## src/rtl/csr_counter.sv

```systemverilog
// csr_counter -- machine counter and identification CSR group.
//
// Provides the read-only identification CSRs (mvendorid, marchid, mimpid,
// mhartid), the live 64-bit counters mcycle and minstret, optional
// hardware performance counters with event selectors, mcountinhibit,
// and the user-mode read-only counter shadows.
//
// Build option: define PRV664_HPM_EN to implement the mhpmcounterN /
// mhpmeventN pairs (N = 3 .. 3+HPM_NUM-1). Without it, those addresses
// still decode as hits but read zero and ignore writes.
//
// Ports:
//   clk_i        - clock
//   arst_i       - asynchronous active-low reset
//   raddr_i      - CSR read address
//   rdata_o      - read data (combinational, zero when not a hit)
//   hit_o        - raddr_i belongs to this group
//   we_i         - write strobe
//   waddr_i      - CSR write address
//   wdata_i      - write data
//   wr_illegal_o - write targets a read-only CSR of this group
//   instret_i    - instructions retired this cycle (0..2)
//   hpm_event_i  - event pulses, bit k-1 is event k
`ifndef XLEN
`define XLEN 64
`endif

module csr_counter #(
    parameter logic [63:0] HARTID  = 64'h0,
    parameter int          HPM_NUM = 4,
    parameter int          HPM_EVT = 8
) (
    input  logic               clk_i,
    input  logic               arst_i,
    input  logic [11:0]        raddr_i,
    output logic [`XLEN-1:0]   rdata_o,
    output logic               hit_o,
    input  logic               we_i,
    input  logic [11:0]        waddr_i,
    input  logic [`XLEN-1:0]   wdata_i,
    output logic               wr_illegal_o,
    input  logic [1:0]         instret_i,
    input  logic [HPM_EVT-1:0] hpm_event_i
);

    localparam logic [63:0] MVENDORID = {8'h00, "KOROLEV"};
    localparam logic [63:0] MARCHID   = {8'h00, "VOSKHOD"};

    // Address pages (addr[11:5]): 0xB00, 0xC00 and 0x320 blocks of 32.
    localparam logic [6:0] PAGE_MCNT = 7'h58;
    localparam logic [6:0] PAGE_UCNT = 7'h60;
    localparam logic [6:0] PAGE_MEVT = 7'h19;

`ifdef PRV664_HPM_EN
    localparam logic [31:0] HPM_MASK = 32'(((64'd1 << HPM_NUM) - 64'd1) << 3);
`else
    localparam logic [31:0] HPM_MASK = 32'h0;
`endif
    // Bit 1 (time) is never implemented here.
    localparam logic [31:0] INH_MASK = HPM_MASK | 32'h0000_0005;

    logic [63:0] mcycle;
    logic [63:0] minstret;
    logic [31:0] inhibit;

    logic [6:0] rpage;
    logic [6:0] wpage;
    logic [4:0] ridx;
    logic [4:0] widx;

    assign rpage = raddr_i[11:5];
    assign ridx  = raddr_i[4:0];
    assign wpage = waddr_i[11:5];
    assign widx  = waddr_i[4:0];

    // A write in the same cycle overrides that cycle's increment; the
    // inhibit register seen here is the pre-write value.
    always_ff @(posedge clk_i or negedge arst_i) begin
        if (!arst_i) begin
            mcycle   <= '0;
            minstret <= '0;
            inhibit  <= '0;
        end else begin
            if (we_i && waddr_i == 12'hB00)
                mcycle <= wdata_i;
            else if (!inhibit[0])
                mcycle <= mcycle + 64'd1;

            if (we_i && waddr_i == 12'hB02)
                minstret <= wdata_i;
            else if (!inhibit[2])
                minstret <= minstret + 64'(instret_i);

            if (we_i && waddr_i == 12'h320)
                inhibit <= wdata_i[31:0] & INH_MASK;
        end
    end

`ifdef PRV664_HPM_EN
    logic [63:0]  hpm_cnt [HPM_NUM];
    logic [7:0]   hpm_sel [HPM_NUM];
    logic [255:0] evt_vec;

    // Shift so that bit k is event k; selector 0 and selectors above
    // HPM_EVT land on constant-zero bits and never count.
    assign evt_vec = 256'({hpm_event_i, 1'b0});

    always_ff @(posedge clk_i or negedge arst_i) begin
        if (!arst_i) begin
            for (int i = 0; i < HPM_NUM; i++) begin
                hpm_cnt[i] <= '0;
                hpm_sel[i] <= '0;
            end
        end else begin
            for (int i = 0; i < HPM_NUM; i++) begin
                if (we_i && wpage == PAGE_MCNT && widx == 5'(i + 3))
                    hpm_cnt[i] <= wdata_i;
                else if (!inhibit[5'(i + 3)] && evt_vec[hpm_sel[i]])
                    hpm_cnt[i] <= hpm_cnt[i] + 64'd1;

                if (we_i && wpage == PAGE_MEVT && widx == 5'(i + 3))
                    hpm_sel[i] <= wdata_i[7:0];
            end
        end
    end
`else
    logic unused_hpm;
    assign unused_hpm = ^{hpm_event_i, HPM_NUM[0]};
`endif

    always_comb begin
        rdata_o = '0;
        hit_o   = 1'b0;
        if (raddr_i >= 12'hF11 && raddr_i <= 12'hF14) begin
            hit_o = 1'b1;
            case (raddr_i)
                12'hF11: rdata_o = MVENDORID;
                12'hF12: rdata_o = MARCHID;
                12'hF14: rdata_o = HARTID;
                default: rdata_o = '0;
            endcase
        end else if (rpage == PAGE_MCNT || rpage == PAGE_UCNT) begin
            if (ridx == 5'd0) begin
                hit_o   = 1'b1;
                rdata_o = mcycle;
            end else if (ridx == 5'd2) begin
                hit_o   = 1'b1;
                rdata_o = minstret;
            end else if (ridx >= 5'd3) begin
                hit_o = 1'b1;
`ifdef PRV664_HPM_EN
                for (int i = 0; i < HPM_NUM; i++)
                    if (ridx == 5'(i + 3)) rdata_o = hpm_cnt[i];
`endif
            end
        end else if (rpage == PAGE_MEVT) begin
            if (ridx == 5'd0) begin
                hit_o   = 1'b1;
                rdata_o = {32'h0, inhibit};
            end else if (ridx >= 5'd3) begin
                hit_o = 1'b1;
`ifdef PRV664_HPM_EN
                for (int i = 0; i < HPM_NUM; i++)
                    if (ridx == 5'(i + 3)) rdata_o = {56'h0, hpm_sel[i]};
`endif
            end
        end
    end

    // Identification constants and the user shadows (except the
    // unassigned time slot 0xC01) are read-only.
    assign wr_illegal_o = we_i &&
                          ((waddr_i >= 12'hF11 && waddr_i <= 12'hF14) ||
                           (wpage == PAGE_UCNT && widx != 5'd1));

endmodule

```

## config.mk

```make
export PLATFORM = sky130hd
export DESIGN_NAME = csr_counter
export DESIGN_NICKNAME = d
export VERILOG_FILES = /design/src/rtl/csr_counter.sv
export SDC_FILE = /design/constraint.sdc
export NUM_CORES = 1
export LEC_CHECK = 0
export CAP_MARGIN = 0
export CORE_ASPECT_RATIO = 0.5
export CORE_UTILIZATION = 52
export CTS_CLUSTER_DIAMETER = 40
export DETAILED_ROUTE_END_ITERATION = 8
export PLACE_DENSITY = 0.88
export SYNTH_ARGS = -nofsm -noshare
export SYNTH_HDL_FRONTEND = slang
export SYNTH_SLANG_ARGS = --single-unit
export TNS_END_PERCENT = 50
```

## constraint.sdc

```tcl
create_clock -name clk_i -period 3.5 [get_ports clk_i]
set_input_delay 0.7 -clock clk_i [delete_from_list [all_inputs] [get_ports clk_i]]
set_output_delay 0.7 -clock clk_i [all_outputs]
set_load 0.02 [all_outputs]
```

==> results.py <==
metrics = {
    "run_status": {
        "outcome": "complete, but fails checks",
        "violations": "negative setup slack",
    },
    "yosys": {
        "postSynth.asyncResetShare": 1.000,
        "synth_edf_count": 0,
        "yosys.area.top_type": "dfrtp_1",
        "synthesis.nets": 1169,
        "synth_seq_cells": 130,
        "synth_cell_types": 56,
        "synthCells": 1064,
        "synth_top_area_share": 0.3761,
        "syn_avg_cell_area_um2": 8.129,
        "yosysWarningCount": 0,
        "seq_area_frac_synth": 0.3761,
        "synth_most_common_cell": "nor2_1",
        "ys_top_cells_by_count": "135 x nor2_1, 130 x dfrtp_1, 113 x nand2_1",
        "synth_area_leaders": "dfrtp_1 38%, xnor2_1 7.5%, nor2_1 5.9%, a22oi_1 5.5%, o21ai_0 5.4%",
        "syn_area_um2": 8650,
        "ys.flop_type": "dfrtp_1",
    },
    "route": {
        "firstDrtPassIters": 8,
        "routedWlPerCell_um": 20.65,
        "detail_route.iter0.violations": 1347,
        "vias": 9387,
        "drc": 0,
        "drt_wl_total_mm": 30.24,
        "ant_nets": 0,
        "routed_via_density": 6.412,
    },
    "placed_design": {
        "portBuffers": 158,
        "post-place-ws_ns": -0.5431,
        "gp_congestion": 0.9980,
        "dp_cells": 1429,
        "dp_hpwl_mm": 20.21,
    },
    "clock_network": {
        "cts_tree": "done",
        "insertion_delay_ns": 0.43,
        "numCtsBuffers": 17,
        "htreeDepth": 4,
        "hold_buffers": 0,
        "clock_sinks": 130,
        "cts_max_path_buffers": 2,
        "path_clk_slew_ns": 0.06,
        "cts_root_buffer": "clkbuf_16",
    },
    "global_routing": {
        "grt_pass1_wl_mm": 46.89,
        "grt_max_degree": 113,
        "grt_usage": 0.3546,
        "grt_overflow": 0,
        "antenna_found_initial": 0,
        "grt_pass1_vias": 8945,
    },
    "sta": {
        "worst_slack_ns": -0.04821,
        "max_freq_mhz": 281.8,
        "fin_crit_ns": 3.548,
        "finalSetupViolCount": 1,
        "rsz0062_at_grt": "true",
        "timing.hold.ws_ns": 0.3402,
        "clock_skew_ns": 0.009570,
        "slew_viol_final": 0,
        "hold_viol_final": 0,
        "fin_setup_tns_ns": -0.04821,
        "slew_headroom": 0.3439,
        "tightest_slew_ns": 0.9752,
        "final.period_utilization": 1.014,
    },
    "worst_setup_path": {
        "critPathKind": "input pin to output pin",
        "start_kind": "input pin",
        "crit_path_start": "raddr_i[6]",
        "reg2regPathDepth": 6,
        "rrSetupSlack_ns": 0.65,
        "cp_max_fo": 2,
        "crit_required_ns": 2.80,
        "crit-reg2reg-launch": "mcycle[7]",
        "r2r-end": "mcycle[53]",
        "crit_arrival_ns": 2.85,
        "cp-end-kind": "output pin",
    },
    "floorplan": {
        "die_h_um": 93.20,
        "coreArea_um2": 15820,
        "rows": 32,
        "die_w_um": 184.4,
        "start_util": 0.5469,
        "die_area_um2": 17180,
        "io_pins": 167,
    },
    "worst_hold_path": {
        "hp-class": "input pin to async pin",
    },
    "finish": {
        "instances_no_fill": 1464,
        "fill_cells": 1120,
        "drive_gt1_frac": 0.1102,
        "syn_to_final_growth_pct": 31.30,
        "fin_nets": 1336,
        "seq_area_um2": 3253,
        "multi_input_area_um2": 5104,
        "diodes": 0,
    },
    "power": {
        "p_total_mw": 4.196,
        "leakagePower_nw": 4.517,
        "pwr_density_cell_nw_per_um2": 369.5,
        "peakVddDrop_v": 0.0003507,
    },
    "run": {
        "cap_violations": 0,
    },
}
[cell families after synthesis]
logic type / count (synthesis) / share of synthesized area
multiplexers: 6 / 0.007377
AO/OA/AOI/OAI: 236 / 0.1567
buffers and inverters: 82 / 0.04166
AND/OR/NAND/NOR: 481 / 0.2850
XOR/XNOR: 125 / 0.1266
adder cells (fa/ha/maj): 4 / 0.006655
flip-flops: 130 / 0.3761
[power by group]
group	leakage [nW]	switching (mW)	total, mW	internal [mW]
Combinational	2.51	0.258	0.535	0.277
Clock	0.291	0.720	1.88	1.16
Sequential	1.72	0.181	1.79	1.61
Total	4.52	1.16	4.20	3.04
[worst max path at each step]
stage | cells after the start | to
detailed placement | 8 | hit_o
floorplan | 6 | rdata_o[42]
CTS | 7 | rdata_o[2]
finish | 7 | rdata_o[2]
global placement | 8 | hit_o
global route | 8 | rdata_o[25]
[registers in the layout (all words and copies together) (netlist names)]
name      cells
mcycle       64
minstret     64
inhibit       2
[routing by layer]
layer	vias up	share of wire	GRT usage
met1	4424	0.38	0.4557
met3	129	0.13	0.09346
met2	715	0.45	0.5642
met4	0	0.040	0.1590
li1	4119	-	-
met5	-	0	0
[area by class of cell]
cell class                 count  area share
multi-input combinational    852      0.4494
sequential                   130      0.2864
timing repair buffer         213      0.1805
clock buffer                  19     0.03988
tap                          221     0.02435
clock inverter                12     0.01388
inverter                      17    0.005619
[worst max-delay path, stage by stage]
cell             delay [ns]
clkdlybuf4s50_1        0.45
or4b_2                 0.70
nor3_2                 0.17
buf_4                  0.17
a31oi_1                0.09
o21ai_1                0.26
clkdlybuf4s15_2        0.30
[layout by cell type (no fill, tap or decap), types with 4 or more instances in the layout]
cell | netlist | final
inv_1 | 17 | 17
or3_1 | 6 | 5
and3_1 | 17 | 16
nor3b_1 | 9 | 8
o21ai_0 | 94 | 88
clkbuf_2 | 0 | 6
xor2_1 | 51 | 51
nand3_1 | 43 | 42
nand4_1 | 44 | 44
nor3_1 | 38 | 35
nor4_1 | 24 | 24
clkdlybuf4s50_1 | 0 | 89
buf_4 | 0 | 44
buf_12 | 0 | 8
clkbuf_16 | 0 | 18
nand2_1 | 113 | 113
nor3_2 | 1 | 4
and2_1 | 4 | 4
a21oi_1 | 72 | 72
a22oi_1 | 63 | 63
dfrtp_1 | 130 | 130
o21ai_1 | 0 | 4
nor2b_1 | 7 | 7
xnor2_1 | 74 | 74
and4_1 | 7 | 7
clkdlybuf4s15_1 | 0 | 7
dlygate4sd2_1 | 0 | 41
nor2_1 | 135 | 134
clkdlybuf4s15_2 | 1 | 8
[through the flow]
stage,area (um^2),utilization
2_1_floorplan,8650,-
3_3_place_gp,10710,0.6770
3_5_place_dp,10710,0.6770
4_1_cts,11290,0.7136
5_1_grt,11360,0.7181
6_report,11360,0.7181
[timing repair]
action,in CTS,in global routing
setup buffers,0,1
pin swaps,1,3
setup endpoints to repair,65,41
cloned,0,3
gates resized for setup,109,30
Power figures use the tool's default switching activity.
